<file path="src/rtl/axis_type.svh">
// AXI-Stream forward (mosi) and return (miso) channel types plus the header TID code.
// Included inside a module body; relies on the enclosing DATA/ID/DEST/USER_WIDTH parameters.
typedef struct packed {
  logic [DATA_WIDTH-1:0]   tdata;
  logic [DATA_WIDTH/8-1:0] tstrb;
  logic [DATA_WIDTH/8-1:0] tkeep;
  logic                    tlast;
  logic [ID_WIDTH-1:0]     tid;
  logic [DEST_WIDTH-1:0]   tdest;
  logic [USER_WIDTH-1:0]   tuser;
  logic                    tvalid;
} axis_mosi_t;

typedef struct packed {
  logic [DATA_WIDTH-1:0] tdata;
  logic                  tready;
} axis_miso_t;

localparam logic [ID_WIDTH-1:0] ROUTING_HEADER = ID_WIDTH'(1);

</file>
<file path="src/rtl/arbiter_packet.sv">
// Packet-locked round-robin arbiter merging INPUT_NUMBER AXI-Stream sources into one port.
// Optional PMU counters are built only when ARBITER_PMU_EN is defined.
module arbiter_packet #(
  parameter int DATA_WIDTH         = 32,
  parameter int ID_WIDTH           = 4,
  parameter int DEST_WIDTH         = 4,
  parameter int USER_WIDTH         = 4,
  parameter int INPUT_NUMBER       = 5,
  parameter int INPUT_NUMBER_WIDTH = $clog2(INPUT_NUMBER),
  parameter int PMU_WIDTH          = 32,
  localparam int MOSI_WIDTH = DATA_WIDTH + 2 * (DATA_WIDTH / 8) + ID_WIDTH + DEST_WIDTH
                              + USER_WIDTH + 2,
  localparam int MISO_WIDTH = DATA_WIDTH + 1
) (
  input  logic                                   clk_i,
  input  logic                                   rst_n_i,
  input  logic [INPUT_NUMBER-1:0][MOSI_WIDTH-1:0] in_mosi_i,
  output logic [INPUT_NUMBER-1:0][MISO_WIDTH-1:0] in_miso_o,
  output logic [MOSI_WIDTH-1:0]                  out_mosi_o,
  input  logic [MISO_WIDTH-1:0]                  out_miso_i,
  output logic [INPUT_NUMBER_WIDTH-1:0]          current_grant_o,
  output logic                                   busy_o,
  output logic [PMU_WIDTH-1:0]                   pmu_packets_o,
  output logic [PMU_WIDTH-1:0]                   pmu_stall_o
);

  `include "axis_type.svh"

  typedef enum logic {
    IDLE,
    LOCKED
  } state_t;

  state_t                        state;
  logic [INPUT_NUMBER_WIDTH-1:0] grant;
  logic [INPUT_NUMBER_WIDTH-1:0] next_grant;
  logic                          found;
  logic [INPUT_NUMBER-1:0]       header_req;
  logic                          last_hs;

  axis_mosi_t in_mosi [INPUT_NUMBER];
  axis_mosi_t out_mosi;
  axis_miso_t out_miso;

  assign out_miso = out_miso_i;

  always_comb begin
    for (int i = 0; i < INPUT_NUMBER; i++) begin
      in_mosi[i]    = in_mosi_i[i];
      header_req[i] = in_mosi[i].tvalid && (in_mosi[i].tid == ROUTING_HEADER);
    end
  end

  // Rotating search starting one past the previous winner, so the last winner is
  // always considered last.
  // NOTE: combinational blocks use blocking '=' and assign every output a default
  // first, so no path through the block leaves a value held (no latch).
  always_comb begin
    found      = 1'b0;
    next_grant = grant;
    for (int k = 1; k <= INPUT_NUMBER; k++) begin
      if (!found &&
          header_req[INPUT_NUMBER_WIDTH'((int'(grant) + k) % INPUT_NUMBER)]) begin
        found      = 1'b1;
        next_grant = INPUT_NUMBER_WIDTH'((int'(grant) + k) % INPUT_NUMBER);
      end
    end
  end

  // Zero-latency data path while locked; everything is silenced while idle.
  always_comb begin
    out_mosi  = '0;
    in_miso_o = '0;
    if (state == LOCKED) begin
      out_mosi         = in_mosi[grant];
      in_miso_o[grant] = out_miso_i;
    end
  end

  assign out_mosi_o = out_mosi;
  assign last_hs    = (state == LOCKED) && out_mosi.tvalid && out_miso.tready
                      && out_mosi.tlast;

  // NOTE: sequential state uses non-blocking '<=' so every flop samples values
  // from before the edge, independent of statement order.
  always_ff @(posedge clk_i or negedge rst_n_i) begin
    if (!rst_n_i) begin
      state <= IDLE;
      grant <= INPUT_NUMBER_WIDTH'(INPUT_NUMBER - 1);
    end else begin
      case (state)
        IDLE: begin
          if (found) begin
            grant <= next_grant;
            state <= LOCKED;
          end
        end
        LOCKED: begin
          // grant is kept on release so the winner drops to lowest priority.
          if (last_hs) state <= IDLE;
        end
      endcase
    end
  end

  assign busy_o          = (state == LOCKED);
  assign current_grant_o = grant;

`ifdef ARBITER_PMU_EN
  logic                 stall;
  logic [PMU_WIDTH-1:0] pkt_cnt;
  logic [PMU_WIDTH-1:0] stall_cnt;

  assign stall = (state == LOCKED) && out_mosi.tvalid && !out_miso.tready;

  always_ff @(posedge clk_i or negedge rst_n_i) begin
    if (!rst_n_i) begin
      pkt_cnt   <= '0;
      stall_cnt <= '0;
    end else begin
      if (last_hs) pkt_cnt <= pkt_cnt + PMU_WIDTH'(1);
      if (stall)   stall_cnt <= stall_cnt + PMU_WIDTH'(1);
    end
  end

  assign pmu_packets_o = pkt_cnt;
  assign pmu_stall_o   = stall_cnt;
`else
  assign pmu_packets_o = '0;
  assign pmu_stall_o   = '0;
`endif

endmodule

</file>
<file path="config.mk">
export PLATFORM = sky130hd
export DESIGN_NAME = arbiter_packet
export DESIGN_NICKNAME = d
export VERILOG_FILES = /design/src/rtl/arbiter_packet.sv
export VERILOG_INCLUDE_DIRS = /design/src /design/src/rtl
export SDC_FILE = /design/constraint.sdc
export NUM_CORES = 1
export LEC_CHECK = 0
export ABC_CLOCK_PERIOD_IN_PS = 4300
export BUFFER_PORTS_ARGS = -buffer_cell sky130_fd_sc_hd__buf_4
export CELL_PAD_IN_SITES_DETAIL_PLACEMENT = 0
export CELL_PAD_IN_SITES_GLOBAL_PLACEMENT = 2
export CORE_AREA = 2 2 227 229
export CTS_BUF_LIST = sky130_fd_sc_hd__clkbuf_4
export DETAILED_ROUTE_END_ITERATION = 12
export DIE_AREA = 0 0 229 231
export PLACE_DENSITY_LB_ADDON = 0.1
export SYNTH_ARGS = -nofsm -noshare
export SYNTH_HDL_FRONTEND = slang
export SYNTH_SLANG_ARGS = --single-unit
</file>
<file path="constraint.sdc">
create_clock -name clk_i -period 4.3 [get_ports clk_i]
set_input_delay 0.215 -clock clk_i [delete_from_list [all_inputs] [get_ports clk_i]]
set_output_delay 0.215 -clock clk_i [all_outputs]
set_load 0.01 [all_outputs]
</file>
==> metrics.md, run 1 <==
| Metric | Value |
|---|---|
| Status | `complete, no violations` |
| Most frequent CP cell | `ha_1` |
| Worst min path class | `input port to async pin` |
| DRC viols | `0` |
| First-pass GRT wire length | `59.5 mm` |
| Post-synth top flop | `dfrtp_1` |
| CP Class | `register to register` |
| Clock skew | `0.00390 ns` |
| All-Layer GR Usage | `15.3%` |
| Syn Std Cell Area | `5590 um^2` |
| Yosys top cell by area | `mux4_2` |
| Flop-to-flop setup slack | `0.29 ns` |
| Post-synth EDFFs | `0` |
| Critical path endpoint category | `register` |
| DP HPWL | `35.9 mm` |
| Synth unique cells | `79` |
| Min Tclk post-route | `4.01 ns` |
| Max-cap violations | `0` |
| Final Hold Vio Count | `0` |
| Cell with the most instances after synthesis | `nor2_1` |
| Final GP Congestion | `0.817` |
| Yosys warns | `0` |
| Max-slew violation count | `0` |
| RSZ-0062 raised after global routing | `no` |
| Worst-Skew Late Latency | `0.25 ns` |
| Ports | `592` |
| Fraction of layout cells with a size suffix above 1 | `51.7%` |
| Final nets | `1600` |
| Buffers added on ports | `527` |
| Die footprint | `52900 um^2` |
| Cells after synthesis | `770` |
| Grt met2 use | `28.4%` |
| Fmax | `249 MHz` |
| R2R cell count | `14` |
| Post-DR vias/cell | `3.98` |
| Slew Limit Headroom | `41.9%` |
| Reg2reg start | `current_grant_o[1]` |
| Reg-to-Reg End | `current_grant_o[0]` |
| Area contributors post-synth | `mux4_2 22%, nor2_1 12%, buf_4 9.4%` |
| Synth top cells by count | `178 x nor2_1, 70 x buf_4, 68 x nand2_1` |
| Met1 Track Usage GR | `17.5%` |
| Initial Util | `11.0%` |
| WP data required | `4.41 ns` |
| Initial DRC Count | `380` |
| Period utilization | `93.3%` |
| CP max stage cell | `dfrtp_4` |
| Clk root buf | `clkbuf_4` |
| Worst-path clk slew | `0.05 ns` |
| Wirelength per Cell | `22.2 um` |
| Die Wd | `229 um` |
| Fin Setup TNS | `0 ns` |
| H-Tree Depth | `1` |
| Die height | `231 um` |
| Critical path cell sequence | `ha_1 -> a21oi_2 -> inv_2 -> o211ai_1 -> and2_1 -> ha_1 -> a221oi_2 -> or2_1 -> o311ai_0 -> o311ai_1 -> and2b_1 -> a41oi_1 -> o221a_1 -> a211oi_2` |
| Num Clock Sinks | `4` |
| Synthesized flop and latch total | `4` |
| Vias | `7776` |
| Clock buffer depth | `2` |
| Post-synthesis area per instance | `7.26 um^2` |
| Num CTS Buffers | `3` |
| Synth top area share | `22.2%` |
| Vias in the first global route | `7869` |
| CTS tree | `done` |
| Min setup slack post-route | `0.287 ns` |
| Critical path's largest stage delay | `0.53 ns` |
| Detail Route Antenna Nets | `0` |
| Max VDD drop | `0.000158 V` |
| Crit path DAT | `4.13 ns` |
| Drt pass-1 iters | `4` |
| P per Cell Area | `357 nW/um^2` |
| FP Rows | `83` |
| Worst setup SP type | `register` |
| Setup violations, final | `0` |
| Post-synthesis sequential area ratio | `1.81%` |
| Leak | `4.91 nW` |
| Asr flop ratio synth | `100%` |
| Initial antenna violation count | `5` |
| Final WL | `43.3 mm` |
| P&R area growth vs syn | `82.9%` |
| Slew @ Worst Pin | `0.872 ns` |
| Core Area | `50700 um^2` |
| Maximum number of pins on one net before global-route repair | `60` |
| Dpl ws | `0.221 ns` |
| GR peak layer | `met2` |
| Max FO, Critical Path | `10` |
| Total grt overflow | `0` |
| M3 GR Usage | `4.27%` |
==> cell usage in the layout (no fill, tap or decap), drive strengths merged, types with 5 or more instances in the layout <==
cell type	instances
buf	558
nor2	180
nand2	68
conb	64
mux4	55
nor2b	54
a22oi	52
ha	24
a21oi	21
o21ai	15
inv	14
nor3	12
nand3	11
and2	9
a211oi	9
mux2i	8
xnor2	7
o211ai	6
nand2b	6
nor3b	6
a31oi	5
o22ai	5
==> stage by stage <==
| step | hold WS, ns | cells | cell area (um^2) | util, % | total power [mW] |
|---|---|---|---|---|---|
| floorplan | -0.0806 | 833 | 5860 | - | 2.16 |
| global placement | 0.0318 | 1945 | 10200 | 20.1 | 3.69 |
| detailed placement | 0.0326 | 1945 | 10200 | 20.1 | 3.62 |
| CTS | 0.328 | 1950 | 10200 | 20.1 | 3.70 |
| global route | 0.355 | 1953 | 10200 | 20.2 | 4.00 |
| finish | 0.325 | 1953 | 10200 | 20.2 | 3.65 |
==> what timing repair did <==
action	CTS	global route
hold buffers	1	0
endpoints found under the hold margin	4	0
buffers inserted	0	0
resized for setup	0	2
endpoints found under the setup margin	0	3
==> area by class of cell <==
cell class / count / area (um^2)
Inverter: 14 / 52.6
Timing Repair Buffer: 559 / 4210
Sequential cell: 4 / 113
Tap cell: 680 / 851
Antenna cell: 3 / 7.51
Multi-Input combinational cell: 689 / 4960
Fill cell: 5837 / 40500
Clock buffer: 4 / 30.0
==> layer usage <==
layer / up-vias / part of all wire (%)
li1: 3664 / -
met2: 380 / 52
met1: 3694 / 38
met5: - / 0.048
met4: 4 / 1.8
met3: 34 / 7.5
==> state kept, by name, indices dropped and copies added, names as in the netlist <==
register and cells:
current_grant_o 3, busy_o 1
==> kinds of logic after synthesis <==
| logic type | count (synthesis) | synth area share [%] |
|---|---|---|
| flops | 4 | 1.81 |
| fa+ha+maj | 24 | 5.37 |
| xor+xnor | 10 | 2.10 |
| simple gates | 373 | 31.5 |
| mux | 67 | 24.4 |
| compound gates | 151 | 20.5 |
| buf+inv | 140 | 14.3 |
| other cells | 1 | 0.0671 |
==> report_power, final <==
group / total [mW] / internal, mW / switching, mW / leakage, nW
Sequential: 0.0957 / 0.0531 / 0.0426 / 0.0408
Combinational: 3.49 / 1.51 / 1.98 / 4.85
Clock: 0.0636 / 0.0415 / 0.0221 / 0.0184
Total: 3.65 / 1.61 / 2.04 / 4.91
==> worst max-delay path: cells and delay by family, from the launching register on <==
family                     cells  cell delay (ns)
AOI/OAI and AO/OA              8             1.76
adders and majority gates      2             0.58
buffers and inverters          1             0.14
DFF                            1             0.53
and+or+nand+nor                3             0.85
==> worst max path at each step <==
stage,from,end,slack (ns),cells after the start
4_1_cts,current_grant_o[0],current_grant_o[2],0.18,15
3_3_place_gp,current_grant_o[0],current_grant_o[2],0.23,15
6_report,current_grant_o[1],current_grant_o[0],0.29,14
5_1_grt,current_grant_o[2],current_grant_o[0],0.009,14
2_1_floorplan,current_grant_o[2],current_grant_o[2],0.005,18
3_5_place_dp,current_grant_o[0],current_grant_o[2],0.22,15
Note: power is estimated with default switching activity, not from simulation.
==> inputs of run 2 (changes only) <==
--- a/config.mk
+++ b/config.mk
@@ -14,7 +14,7 @@
 export CTS_BUF_LIST = sky130_fd_sc_hd__clkbuf_4
 export DETAILED_ROUTE_END_ITERATION = 12
 export DIE_AREA = 0 0 229 231
-export PLACE_DENSITY_LB_ADDON = 0.1
+export PLACE_DENSITY = 0.6
 export SYNTH_ARGS = -nofsm -noshare
 export SYNTH_HDL_FRONTEND = slang
 export SYNTH_SLANG_ARGS = --single-unit
==> metrics.md, run 2 (same netlist as run 1, synthesis figures left out) <==
| Metric | Value |
|---|---|
| CP Class | `register to register (unchanged)` |
| Worst setup SP type | `register (unchanged)` |
| Crit path DAT | `4.22 ns (was 4.13 ns)` |
| Die footprint | `52900 um^2 (unchanged)` |
| Max-cap violations | `0 (unchanged)` |
| Total power | `3.62 mW (was 3.65 mW)` |
| Most frequent cells in the layout | `555 x buf_4, 178 x nor2_1, 68 x nand2_1, 64 x conb_1, 55 x mux4_2 (was 557 x buf_4, 178 x nor2_1, 68 x nand2_1, 64 x conb_1, 55 x mux4_2)` |
| Final GP Congestion | `0.856 (was 0.817)` |
| Setup violations, final | `0 (unchanged)` |
| WHS | `0.364 ns (was 0.325 ns)` |
| Max reg flops | `3 (unchanged)` |
| Ports | `592 (unchanged)` |
| Drt pass-1 iters | `5 (was 4)` |
| RSZ-0062 raised after global routing | `no (unchanged)` |
| DRC viols | `0 (unchanged)` |
| Slew @ Worst Pin | `0.948 ns (was 0.872 ns)` |
| Final Hold Vio Count | `0 (unchanged)` |
| Initial Util | `11.0% (unchanged)` |
| Worst-Skew Late Latency | `0.25 ns (about the same)` |
| DP Area | `10100 um^2 (was 10200 um^2)` |
| FP Rows | `83 (unchanged)` |
| Worst min path class | `input port to async pin (unchanged)` |
| Status | `complete, no violations (unchanged)` |
| Filler cells | `5793 (was 5837)` |
| Max-slew violation count | `0 (unchanged)` |
| Dpl ws | `0.235 ns (was 0.221 ns)` |
| Leak | `4.91 nW (about the same)` |
| Die height | `231 um (unchanged)` |
| Num CTS Buffers | `3 (unchanged)` |
| Final Non-Filler Cells | `1950 (was 1953)` |
| First-pass GRT wire length | `53.0 mm (was 59.5 mm)` |
| Critical path cell sequence | `ha_1 -> buf_4 -> a21oi_1 -> xnor2_1 -> ha_1 -> nor3b_1 -> a21oi_1 -> a2bb2oi_2 -> mux2i_1 -> o32ai_4 -> or3_1 -> a41o_1 -> a31oi_1 -> a211o_1 (was ha_1 -> a21oi_2 -> inv_2 -> o211ai_1 -> and2_1 -> ha_1 -> a221oi_2 -> or2_1 -> o311ai_0 -> o311ai_1 -> and2b_1 -> a41oi_1 -> o221a_1 -> a211oi_2)` |
| Critical path endpoint category | `register (unchanged)` |
| Fin Setup TNS | `0 ns (unchanged)` |
| Min setup slack post-route | `0.273 ns (was 0.287 ns)` |
| P&R area growth vs syn | `83.0% (was 82.9%)` |
| Detail Route Antenna Nets | `0 (unchanged)` |
| Post-DR vias/cell | `4.04 (was 3.98)` |
| CP max stage cell | `dfstp_2 (was dfrtp_4)` |
| Final Cell Area | `10200 um^2 (about the same)` |
| Worst-path clk slew | `0.05 ns (about the same)` |
| Commonest non-fill, non-tap cell in the layout | `buf_4 (unchanged)` |
| Clock skew | `0.0121 ns (was 0.00390 ns)` |
| Placed insts | `1941 (was 1945)` |
| Buffers added on ports | `527 (unchanged)` |
| Final core occ | `20.2% (about the same)` |
| Vias | `7879 (was 7776)` |
| Initial DRC Count | `378 (was 380)` |
| WP data required | `4.49 ns (was 4.41 ns)` |
| Critical path's largest stage delay | `0.63 ns (was 0.53 ns)` |
| Max VDD drop | `0.000127 V (was 0.000158 V)` |
| Total grt overflow | `0 (unchanged)` |
| Critical path buffer and inverter count | `1 (unchanged)` |
| Max FO, Critical Path | `16 (was 10)` |
| Vias in the first global route | `7796 (was 7869)` |
| CTS tree | `done (unchanged)` |
| Maximum number of pins on one net before global-route repair | `67 (was 60)` |
| Final nets | `1598 (was 1600)` |
| Fraction of layout cells with a size suffix above 1 | `51.9% (was 51.7%)` |
| H-Tree Depth | `1 (unchanged)` |
| Final WL | `37.5 mm (was 43.3 mm)` |
| Fmax | `248 MHz (was 249 MHz)` |
| All-Layer GR Usage | `13.1% (was 15.3%)` |
| DP HPWL | `30.5 mm (was 35.9 mm)` |
| Top delay family on crit path | `compound AO/OA/AOI/OAI gates (unchanged)` |
| Wirelength per Cell | `19.2 um (was 22.2 um)` |
| Period utilization | `93.6% (was 93.3%)` |
| Core Area | `50700 um^2 (unchanged)` |
| P per Cell Area | `353 nW/um^2 (was 357 nW/um^2)` |
| Die Wd | `229 um (unchanged)` |
| Min Tclk post-route | `4.03 ns (was 4.01 ns)` |
| Initial antenna violation count | `4 (was 5)` |
| Clock buffer depth | `2 (unchanged)` |
| Num Clock Sinks | `4 (unchanged)` |
| Clk root buf | `clkbuf_4 (unchanged)` |
| Slew Limit Headroom | `36.8% (was 41.9%)` |
-- run 2: per-layer routing --
layer  up-vias  wire length [um]  track usage (%)
met2       445             19000             23.9
met3        22              3210             3.42
li1       3658                 -                -
met1      3754             15000             15.7
met4         0               312             1.30
met5         -                 0                0
-- run 2: final timing paths --
| kind | start | end | slack, ns | cells past startpoint |
|---|---|---|---|---|
| min | rst_n_i | current_grant_o[1] | 0.36 | 2 |
| max | current_grant_o[2] | current_grant_o[1] | 0.27 | 14 |
| min in group clk_i | in_mosi_i[229] | busy_o | 0.59 | 4 |
| max reg2reg | current_grant_o[2] | current_grant_o[1] | 0.27 | 14 |
| min reg2reg | current_grant_o[2] | current_grant_o[2] | 0.76 | 2 |
| max in group asynchronous | rst_n_i | current_grant_o[2] | 3.72 | 2 |
-- run 2: repair_timing --
action | 4_1_cts | 5_1_grt
hold buffers | 1 | 0
endpoints found under the setup margin | 0 | 4
endpoints found under the hold margin | 4 | 0
gates resized for setup | 0 | 7
setup buffers | 0 | 2
-- run 2: worst register-to-register path, stage by stage, from the launching register on --
cell	delay, ns
dfstp_2	0.63
ha_1	0.22
buf_4	0.24
a21oi_1	0.09
xnor2_1	0.17
ha_1	0.28
nor3b_1	0.19
a21oi_1	0.33
a2bb2oi_2	0.32
mux2i_1	0.32
o32ai_4	0.19
or3_1	0.38
a41o_1	0.26
a31oi_1	0.21
a211o_1	0.13
-- run 2: where the power goes --
part / switching (mW) / leakage (nW) / internal, mW
clock: 0.0219 / 0.0184 / 0.0415
sequential: 0.0392 / 0.0408 / 0.0530
combinational: 1.93 / 4.85 / 1.53
-- run 2: cell type report --
cell class	instances	area [um^2]	area share, %
Sequential cell	4	113	1.10
Multi-Input combinational cell	689	4990	48.7
Antenna cell	2	5.00	0.0489
Clock buffer	4	30.0	0.293
Inverter	14	52.6	0.513
Tap cell	680	851	8.31
Timing Repair Buffer	557	4200	41.0
